### src/rtl/key_pad_emulator.sv
// 4x4 matrix-keypad emulator: drives row sense lines from the column scan as if a
// commanded key were pressed, with contact bounce, hold time and release gap.
module key_pad_emulator #(
  parameter int unsigned CLK_PER_MS     = 100000,
  parameter int unsigned BOUNCE_TOGGLES = 4,
  parameter int unsigned BOUNCE_CYCLES  = 50000,
  parameter int unsigned GAP_MS         = 20
) (
  input  logic       clk,
  input  logic       reset_p,
  input  logic [3:0] col,
  input  logic       press_req,
  input  logic [3:0] key_code,
  input  logic [7:0] hold_ms,
  input  logic       abort,
  output logic [3:0] row,
  output logic       busy,
  output logic       done,
  output logic       pressed
);

  localparam logic [2:0] IDLE       = 3'd0;
  localparam logic [2:0] BOUNCE_IN  = 3'd1;
  localparam logic [2:0] HOLD       = 3'd2;
  localparam logic [2:0] BOUNCE_OUT = 3'd3;
  localparam logic [2:0] GAP        = 3'd4;

  localparam logic [31:0] GAP_CYCLES = 32'(GAP_MS * CLK_PER_MS);

  logic [2:0]  state;
  logic [31:0] cnt;
  logic [7:0]  tog;
  logic [3:0]  key;
  logic [7:0]  hold;
  logic [31:0] hold_cycles;
  logic        bounce_step;
  logic        bounce_last;

  assign hold_cycles = 32'(hold) * CLK_PER_MS;
  assign bounce_step = (cnt + 32'd1 >= BOUNCE_CYCLES);
  // The exit edge is itself the final toggle, so the level lands back where it started.
  assign bounce_last = bounce_step && (32'(tog) + 32'd1 >= BOUNCE_TOGGLES);

  // Pure switch behaviour: no clock latency from column drive to row sense.
  always_comb begin
    row = '0;
    if (pressed && col[key[1:0]]) row[key[3:2]] = 1'b1;
  end

  always_ff @(posedge clk or posedge reset_p) begin
    if (reset_p) begin
      state   <= IDLE;
      cnt     <= '0;
      tog     <= '0;
      key     <= '0;
      hold    <= '0;
      busy    <= 1'b0;
      done    <= 1'b0;
      pressed <= 1'b0;
    end else begin
      done <= 1'b0;
      case (state)
        IDLE: begin
          if (press_req) begin
            key     <= key_code;
            hold    <= (hold_ms == 8'd0) ? 8'd1 : hold_ms;
            busy    <= 1'b1;
            pressed <= 1'b1;
            cnt     <= '0;
            tog     <= '0;
            state   <= (BOUNCE_TOGGLES == 0) ? HOLD : BOUNCE_IN;
          end
        end
        BOUNCE_IN, BOUNCE_OUT: begin
          if (abort) begin
            pressed <= 1'b0;
            cnt     <= '0;
            tog     <= '0;
            state   <= GAP;
          end else if (bounce_step) begin
            cnt <= '0;
            if (bounce_last) begin
              tog     <= '0;
              pressed <= (state == BOUNCE_IN);
              state   <= (state == BOUNCE_IN) ? HOLD : GAP;
            end else begin
              tog     <= tog + 8'd1;
              pressed <= ~pressed;
            end
          end else begin
            cnt <= cnt + 32'd1;
          end
        end
        HOLD: begin
          if (abort) begin
            pressed <= 1'b0;
            cnt     <= '0;
            state   <= GAP;
          end else if (cnt + 32'd1 >= hold_cycles) begin
            pressed <= 1'b0;
            cnt     <= '0;
            tog     <= '0;
            state   <= (BOUNCE_TOGGLES == 0) ? GAP : BOUNCE_OUT;
          end else begin
            cnt <= cnt + 32'd1;
          end
        end
        GAP: begin
          if (cnt + 32'd1 >= GAP_CYCLES) begin
            cnt   <= '0;
            busy  <= 1'b0;
            done  <= 1'b1;
            state <= IDLE;
          end else begin
            cnt <= cnt + 32'd1;
          end
        end
        default: begin
          state   <= IDLE;
          cnt     <= '0;
          tog     <= '0;
          busy    <= 1'b0;
          pressed <= 1'b0;
        end
      endcase
    end
  end

endmodule

### config.mk
export PLATFORM = sky130hd
export DESIGN_NAME = key_pad_emulator
export DESIGN_NICKNAME = d
export VERILOG_FILES = /design/src/rtl/key_pad_emulator.sv
export SDC_FILE = /design/constraint.sdc
export NUM_CORES = 1
export LEC_CHECK = 0
export CAP_MARGIN = 20
export CORE_MARGIN = 1.5
export CORE_UTILIZATION = 51
export CTS_CLUSTER_SIZE = 20
export DETAILED_ROUTE_END_ITERATION = 7
export PLACE_DENSITY = 0.68
export SETUP_SLACK_MARGIN = 0.4
export SYNTH_ARGS = -nofsm -noshare
export SYNTH_HDL_FRONTEND = slang
export SYNTH_SLANG_ARGS = --single-unit
### constraint.sdc
create_clock -name clk -period 8.3 [get_ports clk]
set_input_delay 1.66 -clock clk [delete_from_list [all_inputs] [get_ports clk]]
set_output_delay 1.66 -clock clk [all_outputs]
set_load 0.05 [all_outputs]
Yosys cells after proc, flatten, opt, wreduce, memory -nomap -nowiden
Cells that the tools add are included.

Flip-flop bits (word level): 58. Input port bits: 20.

Add/sub/neg operators: 3. $mul: 1. $lt $le $gt $ge: 7. Eq/ne operators: 11. Muxes and demuxes: 40. Bitwise logic cells: 3. Reductions and logical operators: 12.

Operator list (number): 2-to-1 mux 32 bit (6); one-hot mux 32 bit (4 select lines) (1); 2-to-1 mux 8 bit (7); adder 32 x 1 -> 32 bit (second input constant) (1); >= comparator 32 x 16 -> 1 bit (second input constant) (1); >= comparator 32 x 21 -> 1 bit (second input constant) (1); >= comparator 32 x 25 -> 1 bit (1); one-hot mux 8 bit (4 select lines) (1); 2-to-1 mux 3 bit (8); multiplier 8 x 12 -> 20 bit (second input constant) (1); one-hot mux 3 bit (4 select lines) (1); 2-to-1 mux 1 bit (11); AND reduction 5 bit (2); adder 8 x 1 -> 9 bit (second input constant) (1); >= comparator 9 x 3 -> 1 bit (second input constant) (1); inequality test 3 bit (second input constant) (3); adder 8 x 1 -> 8 bit (second input constant) (1); zero test 8 bit (1); inequality test 2 bit (second input constant) (4); equality test 3 x 2 -> 1 bit (second input constant) (2); less-than comparator 2 x 3 -> 1 bit (second input constant) (2); 2-to-1 mux 4 bit (1); one-hot mux 1 bit (4 select lines) (1); AND reduction 4 bit (1); 13 further kinds (17).

Depth between registers and ports, before layout
Word-level depth: 7. Gate-level depth with buffers: 27. Mapped depth without buffers: 26.

Worst setup path before layout
No wires, ideal clock.

Path kind: reg-to-reg. From: reg hold[2]. To: reg cnt[17]. Arrival: 5593 ps. Required time: 8221 ps. Path slack: 2628 ps. Cell stages (with the launch flop): 26. Path through: dfrtp_1 > ha_1 > ha_1 > fa_1 > fa_1 > ha_1 > a21o_1 > a21oi_1 > o21ai_0 > a211oi_1 > o31ai_1 > o41a_1 > a21o_1 > a21oi_1 > xor2_1 > ha_1 > nand2_1 > nor2_1 > a211oi_1 > o21ai_0 > a21oi_1 > o2111ai_1 > o211ai_4 > buf_6 > nand3_1 > mux2i_1.

Word-level cells in the longest chain between the ends: 5.

RTL lines: start, declared (line 34) `logic [7:0] hold;`; start signal, assigned (line 66) `hold <= (hold_ms == 8'd0) ? 8'd1 : hold_ms;`; multiplier 8 x 12 -> 20 bit (line 39) `assign hold_cycles = 32'(hold) * CLK_PER_MS;`; >= comparator 32 x 25 -> 1 bit (line 99) `end else if (cnt + 32'd1 >= hold_cycles) begin`; 2-to-1 mux 32 bit (line 99); 2-to-1 mux 32 bit (line 95) `if (abort) begin`; one-hot mux 32 bit (4 select lines) (line 62) `case (state)`; end signal, assigned (line 91) `cnt <= cnt + 32'd1;`; end signal, assigned (line 105) `cnt <= cnt + 32'd1;`; end signal, assigned (line 115) `cnt <= cnt + 32'd1;`; end, declared (line 31) `logic [31:0] cnt;`.

Every way passes these cells. A chain may end at the register's enable or synchronous reset.

Worst setup path in the final report
From: reg hold[2]. To: reg cnt[21].

Same word-level chain as after synthesis.

==> run_results.csv <==
group,metric,value,unit
place,portBuffers,26,
layout,syn_to_final_growth,9.37,%
sta,setup_viol,0,
logic_synthesis,ys_ff_latch,58,
cts,cts_resized,0,
global_routing,grt_use_total,24.3,%
cts,clk_pin_slew,0.08,ns
drt,dr_wl_met3,573,um
logic_synthesis,syn_area_per_cell,9.16,um^2
sta,period_minus_slack,6.37,ns
logic_synthesis,yosys-top-cells-area,"dfrtp_1 (26%), ha_1 (17%), xnor2_1 (4.6%), fa_1 (4.3%), inv_1 (3.0%)",
global_routing,overflow,0,
logic_synthesis,syn-cell-area,0.00554,mm^2
logic_synthesis,synth_edf_count,0,
drt,antenna_left,0,
layout,finalNetCount,729,
logic_synthesis,synth_nets,713,
sta,finalSetupTns,0,ns
cts,numClockSinks,58,
logic_synthesis,yosysTopAreaCell,"dfrtp_1",
cts,clock_latency,0.36,ns
floorplan,dieArea,0.0115,mm^2
cts,cts_root_buffer,"clkbuf_8",
floorplan,die_x,107,um
cts,hold_buffers,0,
drt,wl_met2,6000,um
logic_synthesis,synth_top_area_share,26.2,%
drt,vias,4596,
status,status,"complete, no violations",
drt,top_layer_used,"met4",
global_routing,grt_pass1_vias,4650,
global_routing,grt_max_degree,59,
logic_synthesis,async_flop_share,100,%
sta,rsz0062_at_grt,"no",
setup_path,worstSetupPathType,"reg -> reg",
setup_path,crit_fanout,32,
drt,drc_errors,0,
cts,post-cts-setup-buffers,0,
drt,wirelength,12900,um
layout,drive_above_1_share,9.27,%
cts,htree_num_levels,3,
setup_path,worstPathRequired,8.58,ns
floorplan,initial_utilization,53.2,%
setup_path,worstSetupStartpointType,"flop",
logic_synthesis,synth_cell_types,74,
drt,wirelength_met1,6040,um
run,cap_violations,0,
logic_synthesis,yosysWarnings,0,
drt,via_per_inst,6.03,
drt,post_drt_wl_per_cell,16.9,um
drt,first_iter_violations,273,
logic_synthesis,synth_cells,605,
sta,finalCritPeriodShare,76.8,%
cts,numCtsBuffers,9,
place,dp_hpwl,9680,um
global_routing,antenna_found_initial,0,
cts,clockBufferDepth,2,
setup_path,cp.arrival,6.66,ns
sta,slew_headroom,34.4,%
place,gp_congestion,0.841,
drt,drt_pass1_iterations,6,
sta,hold_viol_final,0,
floorplan,die_y,107,um
sta,finClkSkew,0.00794,ns
cts,cts_tree,"yes",
global_routing,grt_pass1_wl,22100,um
setup_path,worstSetupEndpointType,"flop",
logic_synthesis,seq_area_frac_synth,26.2,%
layout,antenna_cells,0,
floorplan,core,0.0104,mm^2
floorplan,io_pins,27,
sta,max_freq,0.157,GHz
logic_synthesis,synth_flop_cell,"dfrtp_1",
hold_path,hold_path_class,"reg -> reg",
floorplan,num_rows,37,
sta,finalMaxSlewViolations,0,
sta,worstMarginPinSlew,0.975,ns
-- metrics by stage --
step | util (%) | std cells | cell area (um^2) | setup WS [ns] | hold WS, ns
after floorplan | - | 605 | 5540 | 2.63 | 0.465
after global placement | 56.4 | 746 | 5880 | 2.18 | 0.485
after detailed placement | 56.4 | 746 | 5880 | 2.02 | 0.491
after CTS | 58.2 | 762 | 6060 | 1.95 | 0.510
after global routing | 58.2 | 762 | 6060 | 1.47 | 0.518
final | 58.2 | 762 | 6060 | 1.93 | 0.515
-- synthesized netlist by cell type, drive strengths merged (2+ instances only) --
cell type / n
a211oi: 9
a21o: 9
a21oi: 26
a22o: 8
a311oi: 2
a31oi: 8
and2: 12
and3: 9
and4: 6
buf: 12
clkbuf: 13
dfrtp: 58
fa: 12
ha: 76
inv: 44
mux2: 14
mux2i: 5
nand2: 37
nand2b: 4
nand3: 28
nand4: 16
nor2: 28
nor2b: 8
nor3: 22
nor3b: 3
nor4: 13
nor4b: 2
o2111ai: 2
o211a: 4
o211ai: 4
o21a: 2
o21ai: 36
o21bai: 2
o31a: 3
o31ai: 3
or2: 4
or3: 2
or4: 4
xnor2: 29
xor2: 10
-- worst max-delay path, cell delays in order, from the launching register on --
cell and delay, ns:
dfrtp_1 0.44, ha_1 0.34, ha_1 0.30, fa_1 0.53, fa_1 0.42, ha_1 0.34, a21o_1 0.18, a21oi_1 0.23
o21ai_0 0.15, a211oi_1 0.41, o31ai_1 0.18, o41a_1 0.36, a21o_1 0.18, a21oi_1 0.16, xor2_1 0.16, ha_1 0.27
nand2_1 0.08, nor2_1 0.04, a211oi_1 0.18, o21ai_0 0.11, a21oi_1 0.22, o2111ai_1 0.24, o211ai_4 0.42, a21oi_1 0.18
o21ai_2 0.16
-- state kept, by name (all words and copies together) (netlist names) --
register / cells
state: 3
hold: 8
cnt: 32
busy: 1
pressed: 1
done: 1
tog: 8
key: 4
-- logic make-up (layout without fill, tap and decap cells) --
family	after synthesis	in the layout	synth area share, %
compound gates	129	129	16.0
fa+ha+maj	88	88	21.5
flops	58	58	26.2
mux	20	20	4.16
simple gates	202	202	20.6
xor+xnor	39	39	6.17
buf+inv	69	90	5.38
-- cell usage in the layout (no fill, tap or decap), drive strengths merged, types with 4 or more instances in the layout --
cell	count
or4	4
fa	12
a211oi	9
nand2	37
o21ai	36
and4	6
nand2b	4
clkinv	4
nor2	28
nand4	16
ha	76
mux2	14
o211a	4
and2	12
and3	9
dfrtp	58
nor3	22
inv	45
xnor2	29
a22o	8
a21oi	26
nor2b	8
mux2i	5
clkbuf	9
a31oi	8
nor4	13
nand3	28
clkdlybuf4s50	26
o211ai	4
buf	4
xor2	10
a21o	9
or2	4
-- layer usage --
layer  track usage [%]  up-vias
li1                  -     2247
met3              4.32       20
met4              8.86        0
met2              40.0      102
met5                 0        -
met1              31.7     2227
-- final cells by class --
cell class / count / area (um^2)
clock buffers: 9 / 124
clock inverters: 7 / 55.1
fillers: 948 / 4360
inverters: 44 / 165
multi-input cells: 478 / 3800
flip-flops and latches: 58 / 1450
well taps: 136 / 170
repair buffers: 30 / 290
-- path summary, 6_finish.rpt --
kind,from,to,slack [ns],depth (start not counted)
worst max register to register,hold[2],cnt[21],1.93,24
worst min-delay path,tog[7],tog[7],0.52,1
worst min register to register,tog[7],tog[7],0.52,1
min in group asynchronous,reset_p,cnt[30],1.84,3
worst max-delay path,hold[2],cnt[21],1.93,24
max in group asynchronous,reset_p,cnt[10],5.96,3
Power is left out: the tool's default activity adds up to more than one toggle a clock period on the data nets, which glitch-free logic cannot reach.
